File: src/rtl/alu_seq.sv
// Execute-stage ALU with valid/ready on both sides. Single-cycle logic/shift ops
// plus iterative shift-add multiply and restoring divide, one bit per cycle.
module alu_seq #(
    parameter int WIDTH = 32,
    parameter int SHW   = $clog2(WIDTH)
) (
    input  logic             clk,
    input  logic             rst_n,
    input  logic             in_valid,
    output logic             in_ready,
    input  logic [3:0]       alu_op,
    input  logic [WIDTH-1:0] op1,
    input  logic [WIDTH-1:0] op2,
    output logic             out_valid,
    input  logic             out_ready,
    output logic [WIDTH-1:0] result,
    output logic             zero,
    output logic             ovf,
    output logic             busy
);

    localparam logic [1:0] IDLE = 2'd0;
    localparam logic [1:0] CALC = 2'd1;
    localparam logic [1:0] DONE = 2'd2;
    localparam int CW = $clog2(WIDTH);

    logic [1:0]       state;
    logic [CW-1:0]    cnt;
    logic [3:0]       op_r;
    logic [WIDTH-1:0] hi, lo, b;

    assign in_ready  = (state == IDLE);
    assign out_valid = (state == DONE);
    assign busy      = (state != IDLE);

    logic             multi;
    logic [WIDTH-1:0] sum, dif, alu_res;
    logic [SHW-1:0]   sh;
    logic             alu_ovf;

    assign multi = (alu_op >= 4'd11) && (alu_op <= 4'd14);

    always_comb begin
        sum     = op1 + op2;
        dif     = op1 - op2;
        sh      = op2[SHW-1:0];
        alu_res = '0;
        alu_ovf = 1'b0;
        case (alu_op)
            4'd0, 4'd7: begin
                alu_res = sum;
                alu_ovf = (op1[WIDTH-1] == op2[WIDTH-1]) && (sum[WIDTH-1] != op1[WIDTH-1]);
            end
            4'd1: begin
                alu_res = dif;
                alu_ovf = (op1[WIDTH-1] != op2[WIDTH-1]) && (dif[WIDTH-1] != op1[WIDTH-1]);
            end
            4'd2:    alu_res = op1 | op2;
            4'd3:    alu_res = op1 ^ op2;
            4'd4:    alu_res = op1 & op2;
            4'd5:    alu_res = {{(WIDTH-1){1'b0}}, (op1 < op2)};
            4'd6:    alu_res = {{(WIDTH-1){1'b0}}, ($signed(op1) < $signed(op2))};
            4'd8:    alu_res = op1 << sh;
            4'd9:    alu_res = op1 >> sh;
            4'd10:   alu_res = $signed(op1) >>> sh;
            4'd15:   alu_res = ~(op1 | op2);
            default: alu_res = '0;
        endcase
    end

    // {hi,lo} is the product register for mul (lo = multiplier, shifted out LSB first)
    // and {remainder,quotient} for div (lo = dividend shifted out MSB first).
    logic [WIDTH:0]   madd, dsh, ddif;
    logic [WIDTH-1:0] hi_n, lo_n;

    always_comb begin
        madd = {1'b0, hi} + (lo[0] ? {1'b0, b} : '0);
        dsh  = {hi, lo[WIDTH-1]};
        ddif = dsh - {1'b0, b};
        if (op_r == 4'd11 || op_r == 4'd12) begin
            hi_n = madd[WIDTH:1];
            lo_n = {madd[0], lo[WIDTH-1:1]};
        end else if (ddif[WIDTH]) begin
            hi_n = dsh[WIDTH-1:0];
            lo_n = {lo[WIDTH-2:0], 1'b0};
        end else begin
            hi_n = ddif[WIDTH-1:0];
            lo_n = {lo[WIDTH-2:0], 1'b1};
        end
    end

    always_ff @(posedge clk or negedge rst_n) begin
        if (!rst_n) begin
            state  <= IDLE;
            cnt    <= '0;
            op_r   <= '0;
            hi     <= '0;
            lo     <= '0;
            b      <= '0;
            result <= '0;
            zero   <= 1'b0;
            ovf    <= 1'b0;
        end else begin
            case (state)
                IDLE: if (in_valid) begin
                    zero <= (op1 == op2);
                    if (multi) begin
                        state <= CALC;
                        cnt   <= CW'(WIDTH - 1);
                        op_r  <= alu_op;
                        hi    <= '0;
                        lo    <= op1;
                        b     <= op2;
                        ovf   <= 1'b0;
                    end else begin
                        state  <= DONE;
                        result <= alu_res;
                        ovf    <= alu_ovf;
                    end
                end
                CALC: begin
                    hi  <= hi_n;
                    lo  <= lo_n;
                    cnt <= cnt - 1'b1;
                    if (cnt == '0) begin
                        // divide by zero falls out naturally: all quotient bits 1, remainder = op1
                        result <= (op_r == 4'd12 || op_r == 4'd14) ? hi_n : lo_n;
                        state  <= DONE;
                    end
                end
                DONE: if (out_ready) state <= IDLE;
                default: state <= IDLE;
            endcase
        end
    end

endmodule

File: config.mk
export PLATFORM = sky130hd
export DESIGN_NAME = alu_seq
export DESIGN_NICKNAME = d
export VERILOG_FILES = /design/src/rtl/alu_seq.sv
export SDC_FILE = /design/constraint.sdc
export NUM_CORES = 1
export LEC_CHECK = 0
export CORE_MARGIN = 10
export CORE_UTILIZATION = 50
export DETAILED_ROUTE_END_ITERATION = 10
export MAX_ROUTING_LAYER = met4
export PLACE_DENSITY_LB_ADDON = 0.2
export SYNTH_ARGS = -nofsm -noshare
export SYNTH_HDL_FRONTEND = slang
export SYNTH_SLANG_ARGS = --single-unit
File: constraint.sdc
create_clock -name clk -period 4.2 [get_ports clk]
set_input_delay 0.63 -clock clk [delete_from_list [all_inputs] [get_ports clk]]
set_output_delay 0.63 -clock clk [all_outputs]
set_load 0.02 [all_outputs]
==> results.md, run 1 <==
Run status:
- The flow ran to the end, and the final reports show no timing, DRC or antenna violations.

Critical path:
- The data arrival at the endpoint of the critical path is 4.43 ns.
- The peak per-stage delay on the critical path is 0.55 ns.
- The critical path endpoint category is a flip-flop.
- The slowest library cell on the worst path is sky130_fd_sc_hd__o41ai_1.
- STA puts the critical path data required time at 4.53 ns.
- Of all nets on the critical path, the largest fanout is 4.
- Walking the worst path, the cells encountered are clkdlybuf4s50_1 > inv_1 > ha_1 > o21ba_2 > a2111o_1 > a31oi_1 > buf_4 > buf_4 > nor4_1 > buf_4 > o41ai_1 > buf_4 > a21oi_1 > mux2_2 > o2111a_1 > o32ai_1 > a21o_1.
- In this run the critical register-to-register path is captured at result[17].
- The most numerous cell type found on the critical path is sky130_fd_sc_hd__buf_4.
- The class of the most critical setup path is in2reg.
- The worst register-to-register path begins at lo[31].
- The worst register-to-register path has a depth of 18.
- For flop-to-flop paths, the worst setup slack is 0.14 ns.
- STA classifies the critical path startpoint as a primary input.
- The count of buffering cells on the critical path with inverters included is 6.
- The cell family contributing the most delay on the critical path is compound AO/OA/AOI/OAI gates.

Clocking:
- The clock drives 141 sinks.
- For the worst-skew pair, the clock arrives at the later sink with an insertion delay of 0.44 ns.
- The cell chosen for the clock root is sky130_fd_sc_hd__clkbuf_16.
- In this run, post-CTS hold repair placed 0 buffers.
- The deepest clock path buffer count is 2.
- In this run the number of H-tree levels came out at 4.
- TritonCTS built the clock tree.
- The clock edge transition at the registers on the reported setup and hold paths is 0.06 ns.
- Buffers inserted during clock tree synthesis total 17.

Floorplan:
- After floorplanning, the core was divided into 72 placement rows.
- In this run the horizontal extent of the chip is 219 um.
- Once the floorplan was initialized, standard cells occupied 50.8% of the core.
- For this design the top-level I/O count stands at 109.
- The placeable core area is 0.0389 mm2.
- The vertical extent of the die is 219 um.
- The floorplan die area is 0.0479 mm2.

Logic synthesis:
- The distinct cell type count after synthesis is 85.
- After synthesis, the mean cell area works out to 7.29 um2.
- The count of warnings emitted by yosys is 0.
- Yosys mapped a number of flops with a built-in enable equal to 0.
- By area the synthesized netlist is led by sky130_fd_sc_hd__dfrtp_1 (18%), sky130_fd_sc_hd__ha_1 (11%), sky130_fd_sc_hd__a21oi_1 (6.7%), sky130_fd_sc_hd__o21ai_0 (5.9%), sky130_fd_sc_hd__nand2_1 (5.7%).
- After synthesis the cells add up to 0.0198 mm2.
- The biggest area contributor in the post-synthesis netlist is sky130_fd_sc_hd__dfrtp_1.
- The total nets after synthesis is 2,960.
- The share of the Yosys chip area taken by registers is 17.8%.
- Synthesis inferred 141 register bits.
- For this run, asynchronously set or reset flops after synthesis account for 100%.
- Ranked by instance count, the synthesized netlist is headed by sky130_fd_sc_hd__nand2_1 (303), sky130_fd_sc_hd__nor2_1 (296), sky130_fd_sc_hd__a21oi_1 (266), sky130_fd_sc_hd__o21ai_0 (233), sky130_fd_sc_hd__ha_1 (170).
- The top cell type's share of synthesized area is 17.8%.
- In the synthesized netlist, the number of instances is 2,714.
- The most used flip-flop cell after synthesis is sky130_fd_sc_hd__dfrtp_1.
- The cell with the most instances after synthesis is sky130_fd_sc_hd__nand2_1.

Placed design:
- The final weighted congestion of routability-driven global placement is 1.08.
- The count of buffers from port buffering is 108.
- The standard cell area after detailed placement is 0.0232 mm2.
- The worst setup timing slack at the placement stage is -0.438 ns.
- The post-placement cell count is 3,450.
- Detailed placement ended at an HPWL of 72.1 mm.

Final layout:
- After routing the design area is 0.0239 mm2.
- In the final layout, the multi-input gates occupy 0.0150 mm2.
- The number of non-filler instances in the completed layout is 3,488.
- After the last flow step, the layout net total stands at 3,202.
- The layout overhead on the synthesized area is 20.8%.
- The share of post-route cells with drive strength above 1 is 15.1%.
- The final standard cell utilization of the core is 61.4%.
- Across the whole layout, storage elements account for 0.00353 mm2.
- The count of filler cells inserted in the layout is 3,610.

Routing:
- The number of search-and-repair iterations in the first detailed-routing pass is 8.
- In this run the remaining antenna-violating nets after routing total 0.
- For this run, design rule violations remaining after detail routing come to 0.
- The initial detailed-routing violation count is 3,478.
- Dividing the detail-routed wire length by the instance count gives 26.3 um.
- The via density per instance is 6.73.
- The via count is 23,460.
- The final layout contains routed wiring with a total length of 91.8 mm.

Pwr:
- The power density relative to cell area is 607 mW/mm2.
- In this run switching power makes up 51.3% of total power.
- The peak supply drop is 386 uV.
- The switching component of the power is 0.00744 W.
- The internal power contribution is 0.00706 W.
- Of the total power, registers draw 17.7%.
- The clock network power share is 10.7%.
- The analysis attributes to cell leakage a power of 10.9 nW.
- The power share of the combinational group is 71.5%.

STA:
- The final count of pins violating max slew is 0.
- The timing-limited maximum frequency is 0.244 GHz.
- In the finished design, the share of the clock period the worst path needs comes to 97.4%.
- After layout, the worst setup slack is 0.108 ns.
- The count of final setup violators is 0.
- Clock skew on the completed layout was measured at 0.00995 ns.
- The worst hold slack after final layout is 0.264 ns.
- The final hold violation count is 0.
- Measured against its own limit, the worst slew margin works out to 38.6%.
- Setup repair after global routing left no endpoint under its margin.
- For the pin with the worst max-slew slack, the measured transition is 0.921 ns.
- Counting I/O delays and the setup requirement, the final critical path takes 4.09 ns.

Worst hold path:
- The type of the most critical hold path is in2async.

Global routing:
- Global routing finished with a remaining overflow of 0.
- The global routing usage summed across all routing layers is 38.0%.
- The initial antenna violation count is 3.
- The number of global-route vias before repair is 22,479.
- Entering global routing, the biggest net connects 96 pins.
- The first global-routing pass estimated 137 mm of wire.

Job:
- The tool flagged a number of max-cap violations equal to 0.
-- sequential cells by signal, indices dropped and copies added (netlist names) --
register / cells
b: 32
ovf: 1
lo: 32
zero: 1
cnt: 5
op_r: 4
result: 32
hi: 32
state: 2
-- worst max path at each step --
stage / start / cells past startpoint / endpoint / slack, ns
5_1_grt: op1[0] / 15 / result[26] / 0.002
2_1_floorplan: op2[2] / 17 / result[21] / 0.002
4_1_cts: lo[31] / 20 / result[13] / 0.005
3_5_place_dp: op1[0] / 15 / result[26] / -0.44
6_report: op1[1] / 17 / result[29] / 0.11
3_3_place_gp: op1[0] / 14 / result[18] / -0.41
-- cells in the final DEF, fill, tap and decap left out, types with 29 or more instances in the layout --
cell / netlist / routed
sky130_fd_sc_hd__buf_4: 0 / 306
sky130_fd_sc_hd__nand2_1: 303 / 302
sky130_fd_sc_hd__nor2_1: 296 / 292
sky130_fd_sc_hd__a21oi_1: 266 / 264
sky130_fd_sc_hd__o21ai_0: 233 / 228
sky130_fd_sc_hd__ha_1: 170 / 169
sky130_fd_sc_hd__dfrtp_1: 141 / 141
sky130_fd_sc_hd__inv_1: 141 / 139
sky130_fd_sc_hd__mux2i_1: 110 / 109
sky130_fd_sc_hd__clkdlybuf4s50_1: 0 / 102
sky130_fd_sc_hd__a21o_1: 58 / 57
sky130_fd_sc_hd__xnor2_1: 43 / 43
sky130_fd_sc_hd__nand3_1: 44 / 43
sky130_fd_sc_hd__a31oi_1: 42 / 42
sky130_fd_sc_hd__nor3_1: 42 / 40
sky130_fd_sc_hd__a211oi_1: 41 / 40
sky130_fd_sc_hd__and2_1: 39 / 39
sky130_fd_sc_hd__o211ai_1: 32 / 32
sky130_fd_sc_hd__mux4_2: 30 / 30
sky130_fd_sc_hd__xor2_1: 29 / 29
-- per-stage QoR --
step	power, W	setup TNS [ns]
global placement	0.0121	-2.58
floorplan	0.00890	0
global route	0.0154	0
finish	0.0145	0
detailed placement	0.0124	-2.94
CTS	0.0140	0
-- cells by family after synthesis --
kind of cell	Yosys count	share of synthesized area, %
compound gates	979	32.2
simple gates	844	18.7
buf+inv	344	6.72
fa+ha+maj	174	11.2
mux	158	10.0
flops	141	17.8
xor+xnor	74	3.35
-- cell type report --
cell class / instances / share of cell area (%)
tap: 518 / 2.71
multi-input combinational: 2229 / 62.9
timing repair buffer: 423 / 14.8
clock buffer: 18 / 1.84
sequential: 141 / 14.8
antenna: 1 / 0.0105
clock inverter: 14 / 0.670
inverter: 144 / 2.27
-- worst register-to-register path, stage by stage, from the launching register on --
cell and delay (ns):
sky130_fd_sc_hd__dfrtp_1 0.36, sky130_fd_sc_hd__inv_2 0.08, sky130_fd_sc_hd__ha_2 0.19, sky130_fd_sc_hd__inv_2 0.06
sky130_fd_sc_hd__fa_2 0.20, sky130_fd_sc_hd__a21o_1 0.15, sky130_fd_sc_hd__o21ai_2 0.08, sky130_fd_sc_hd__a311o_1 0.33
sky130_fd_sc_hd__o31a_1 0.32, sky130_fd_sc_hd__buf_4 0.16, sky130_fd_sc_hd__o41ai_4 0.28, sky130_fd_sc_hd__buf_4 0.18
sky130_fd_sc_hd__a41oi_4 0.12, sky130_fd_sc_hd__xnor2_2 0.32, sky130_fd_sc_hd__buf_6 0.18, sky130_fd_sc_hd__mux2_2 0.35
sky130_fd_sc_hd__o211ai_1 0.27, sky130_fd_sc_hd__o221ai_1 0.18, sky130_fd_sc_hd__o31a_1 0.13
-- layer usage --
metal / global-route usage (%) / wire [um] / vias up
li1: - / - / 10421
met1: 48.3 / 36500 / 11115
met2: 58.1 / 41100 / 1621
met3: 5.96 / 9270 / 303
met4: 19.0 / 4910 / 0
met5: - / 0 / -
-- what timing repair did --
| action | 4_1_cts | 5_1_grt |
|---|---|---|
| gates resized for setup | 2 | 21 |
| buffers inserted | 1 | 4 |
| endpoints found under the setup margin | 5 | 35 |
| pin swaps | 1 | 6 |
-- power groups by stage --
| stage | sequential (W) | clock (W) | combinational [W] |
|---|---|---|---|
| global route | 0.00263 | 0.00162 | 0.0111 |
| global placement | 0.00254 | 0 | 0.00961 |
| finish | 0.00257 | 0.00156 | 0.0104 |
| floorplan | 0.00253 | 0 | 0.00637 |
| CTS | 0.00254 | 0.00156 | 0.00992 |
| detailed placement | 0.00256 | 0 | 0.00982 |
Note: power is estimated with default switching activity, not from simulation.
==> run 2, diff against run 1 <==
- CAP_MARGIN: unset -> 10
- clock period: 4.2 -> 5 ns (I/O delays scaled with it)
==> results.md, run 2 (synthesized netlist as in run 1, its figures left out) <==
STA:
- The final hold violation count is 0.
- In the finished design, the share of the clock period the worst path needs comes to 89.0%.
- In the final timing run, aggregate negative setup slack is 0 ns.
- Setup violations remaining at the end of the flow were counted as 0.
- The relative slew slack is 24.3%.
- The final count of pins violating max slew is 0.
- The setup clock skew after layout is 0.0111 ns.
- The timing-limited maximum frequency is 0.225 GHz.
- The measured slew at the worst slew-check pin is 1.12 ns.
- The minimum clock period is 4.45 ns.
- Setup repair after global routing left no endpoint under its margin.

Pwr:
- Internal power comes to 0.00555 W.
- Net switching is 52.2% of the power.
- The power share of the combinational group is 69.5%.
- The clock network power share is 11.4%.
- The peak supply drop is 385 uV.
- In this run the power spent charging and discharging nets is 0.00605 W.
- The leakage power is 10.0 nW.
- Per report_power, the sequential group accounts for 19.0% of the total.
- The power density relative to cell area is 517 mW/mm2.
- The completed layout was analyzed and its total power is 0.0116 W.

Global routing:
- The most used routing layer is met2.
- Entering global routing, the biggest net connects 110 pins.
- The fraction of met1 tracks used by global routing is 48.3%.
- The met2 capacity usage during global routing is 56.3%.
- In the global route stage, overall resource usage came out at 37.4%.
- The met3 usage is 5.32%.
- The number of global-route vias before repair is 21,446.
- The remaining global-route overflow is 0.
- The first global-routing pass estimated 134 mm of wire.
- The initial antenna violation count is 3.

Critical path:
- The worst setup path is launched from a flip-flop.
- STA classifies the critical path endpoint as a flip-flop.
- Data on the critical path is required at its endpoint by 5.33 ns.
- The launching instance or port of the critical path is lo[31].
- The worst register-to-register path begins at lo[31].
- Along the worst path, the maximum fanout reaches 14.
- The worst setup slack for register-to-register paths is 0.55 ns.
- The class of the most critical setup path is reg2reg.
- The data arrival at the endpoint of the critical path is 4.78 ns.

Placed design:
- The HPWL reported at the end of detailed placement is 69.8 mm.
- The count of buffers from port buffering is 108.
- In this run, placement finished with an instance count of 3,281.
- The standard cell area after detailed placement is 0.0218 mm2.
- Routability-driven placement finished with a final weighted congestion of 1.08.

Clocking:
- Once the clock tree was built, the resizer swapped 0 gates to a different size.
- The clock net in this run drives a total of 141 sinks.
- The root buffer cell chosen for the clock tree is sky130_fd_sc_hd__clkbuf_16.
- The number of setup buffers added after CTS is 0.
- The later pin in the worst-skew pair is clocked with a latency of 0.45 ns.
- Buffers inserted during clock tree synthesis total 17.
- CTS built an H-tree with a depth of 4.
- The clock passes through at most 2 buffers.
- TritonCTS built the clock tree.
- The count of hold buffers inserted by post-cts repair is 0.
- After clock tree synthesis, the clock-pin slew on the worst setup and hold paths is 0.06 ns.

Floorplan:
- The count of pins on the block boundary is 109.
- The number of standard-cell rows in the floorplan is 72.
- The core region is 0.0389 mm2.
- For this configuration, the core starts out at a cell density of 50.8%.
- The die is 219 um tall.
- The die covers 0.0479 mm2.
- The die span in x is 219 um.

Final layout:
- The count of filler cells inserted in the layout is 3,753.
- The commonest non-fill, non-tap cell in the layout is sky130_fd_sc_hd__nand2_1.
- The share of post-route cells with drive strength above 1 is 9.27%.
- The layout overhead on the synthesized area is 13.4%.
- The final standard cell utilization of the core is 57.6%.
- The top cell types in the final layout, fill and taps aside, are sky130_fd_sc_hd__nand2_1 (302), sky130_fd_sc_hd__nor2_1 (292), sky130_fd_sc_hd__a21oi_1 (265).
- The storage element area is 0.00353 mm2.
- The number of non-filler instances in the completed layout is 3,314.
- In the final layout, the multi-input gates occupy 0.0150 mm2.
- After routing the design area is 0.0224 mm2.
- The final layout contains 3,028 nets.

Job:
- The max capacitance violation total is 0.

Routing:
- The pre-antenna-repair detailed-routing pass consisted of 6 iterations.
- Dividing the detail-routed wire length by the instance count gives 27.2 um.
- The detailed router placed 22,735 vias in this run.
- For this block, the routed nets add up to 90.1 mm of wire.
- The initial detailed-routing violation count is 2,944.
- The remaining number of nets flagged by the antenna check after routing is 0.
- After detailed routing, the number of remaining DRC violations is 0.
- The via density per instance is 6.86.

Run status:
- The run finished with clean final reports.

Worst hold path:
- The tightest min-delay check is of the in2async type.
-- run 2: cell count changes in the layout (fill, tap and decap cells not counted), moves of 3 or more --
cell                       previous run  this run
sky130_fd_sc_hd__buf_12               8         1
sky130_fd_sc_hd__buf_4              306       141
sky130_fd_sc_hd__clkinv_4             4         1
sky130_fd_sc_hd__o21ai_0            228       232
sky130_fd_sc_hd__o21ai_1              5         2
-- run 2: worst paths after layout --
kind | cells past startpoint | to
worst max-delay path | 16 | result[3]
max in group asynchronous | 2 | lo[3]
worst min-delay path | 1 | b[27]
worst min register to register | 2 | b[2]
min in group clk | 2 | b[2]
worst max register to register | 16 | result[3]
-- run 2: final cells by class --
type	instances	share of cell area, %
clock buffer	20	2.04
clock inverter	10	0.625
sequential	141	15.7
inverter	144	2.41
timing repair buffer	249	9.50
multi-input combinational	2229	66.8
tap	518	2.89
antenna	3	0.0335
-- run 2: power groups by stage --
| stage | clock network (W) | logic, W | registers (W) |
|---|---|---|---|
| after global placement | 0 | 0.00766 | 0.00219 |
| after floorplan | 0 | 0.00535 | 0.00212 |
| final | 0.00133 | 0.00807 | 0.00221 |
| after global routing | 0.00137 | 0.00868 | 0.00225 |
| after CTS | 0.00132 | 0.00786 | 0.00218 |
| after detailed placement | 0 | 0.00780 | 0.00220 |
-- run 2: stage by stage --
stage | setup WS (ns) | hold slack (ns)
after CTS | 0.616 | 0.504
after global placement | 0.362 | 0.489
after detailed placement | 0.321 | 0.496
final | 0.549 | 0.418
after global routing | 0.340 | 0.527
after floorplan | 0.320 | 0.454
-- run 2: per-layer routing --
metal / up-vias / share of wire, %
li1: 10060 / -
met1: 10940 / 40
met2: 1464 / 44
met3: 271 / 10
met4: 0 / 5.4
met5: - / 0
-- run 2: worst max-delay path, stage by stage, from the launching register on --
cell,delay [ns]
sky130_fd_sc_hd__dfrtp_1,0.40
sky130_fd_sc_hd__inv_1,0.15
sky130_fd_sc_hd__ha_1,0.21
sky130_fd_sc_hd__inv_1,0.06
sky130_fd_sc_hd__fa_1,0.40
sky130_fd_sc_hd__a21o_1,0.21
sky130_fd_sc_hd__o21ai_1,0.23
sky130_fd_sc_hd__a311o_1,0.30
sky130_fd_sc_hd__o31a_1,0.31
sky130_fd_sc_hd__o41ai_4,0.16
sky130_fd_sc_hd__a41oi_4,0.30
sky130_fd_sc_hd__xor2_2,0.61
sky130_fd_sc_hd__buf_4,0.31
sky130_fd_sc_hd__a211oi_1,0.06
sky130_fd_sc_hd__a21oi_1,0.13
sky130_fd_sc_hd__mux2i_1,0.12
sky130_fd_sc_hd__a221o_1,0.36
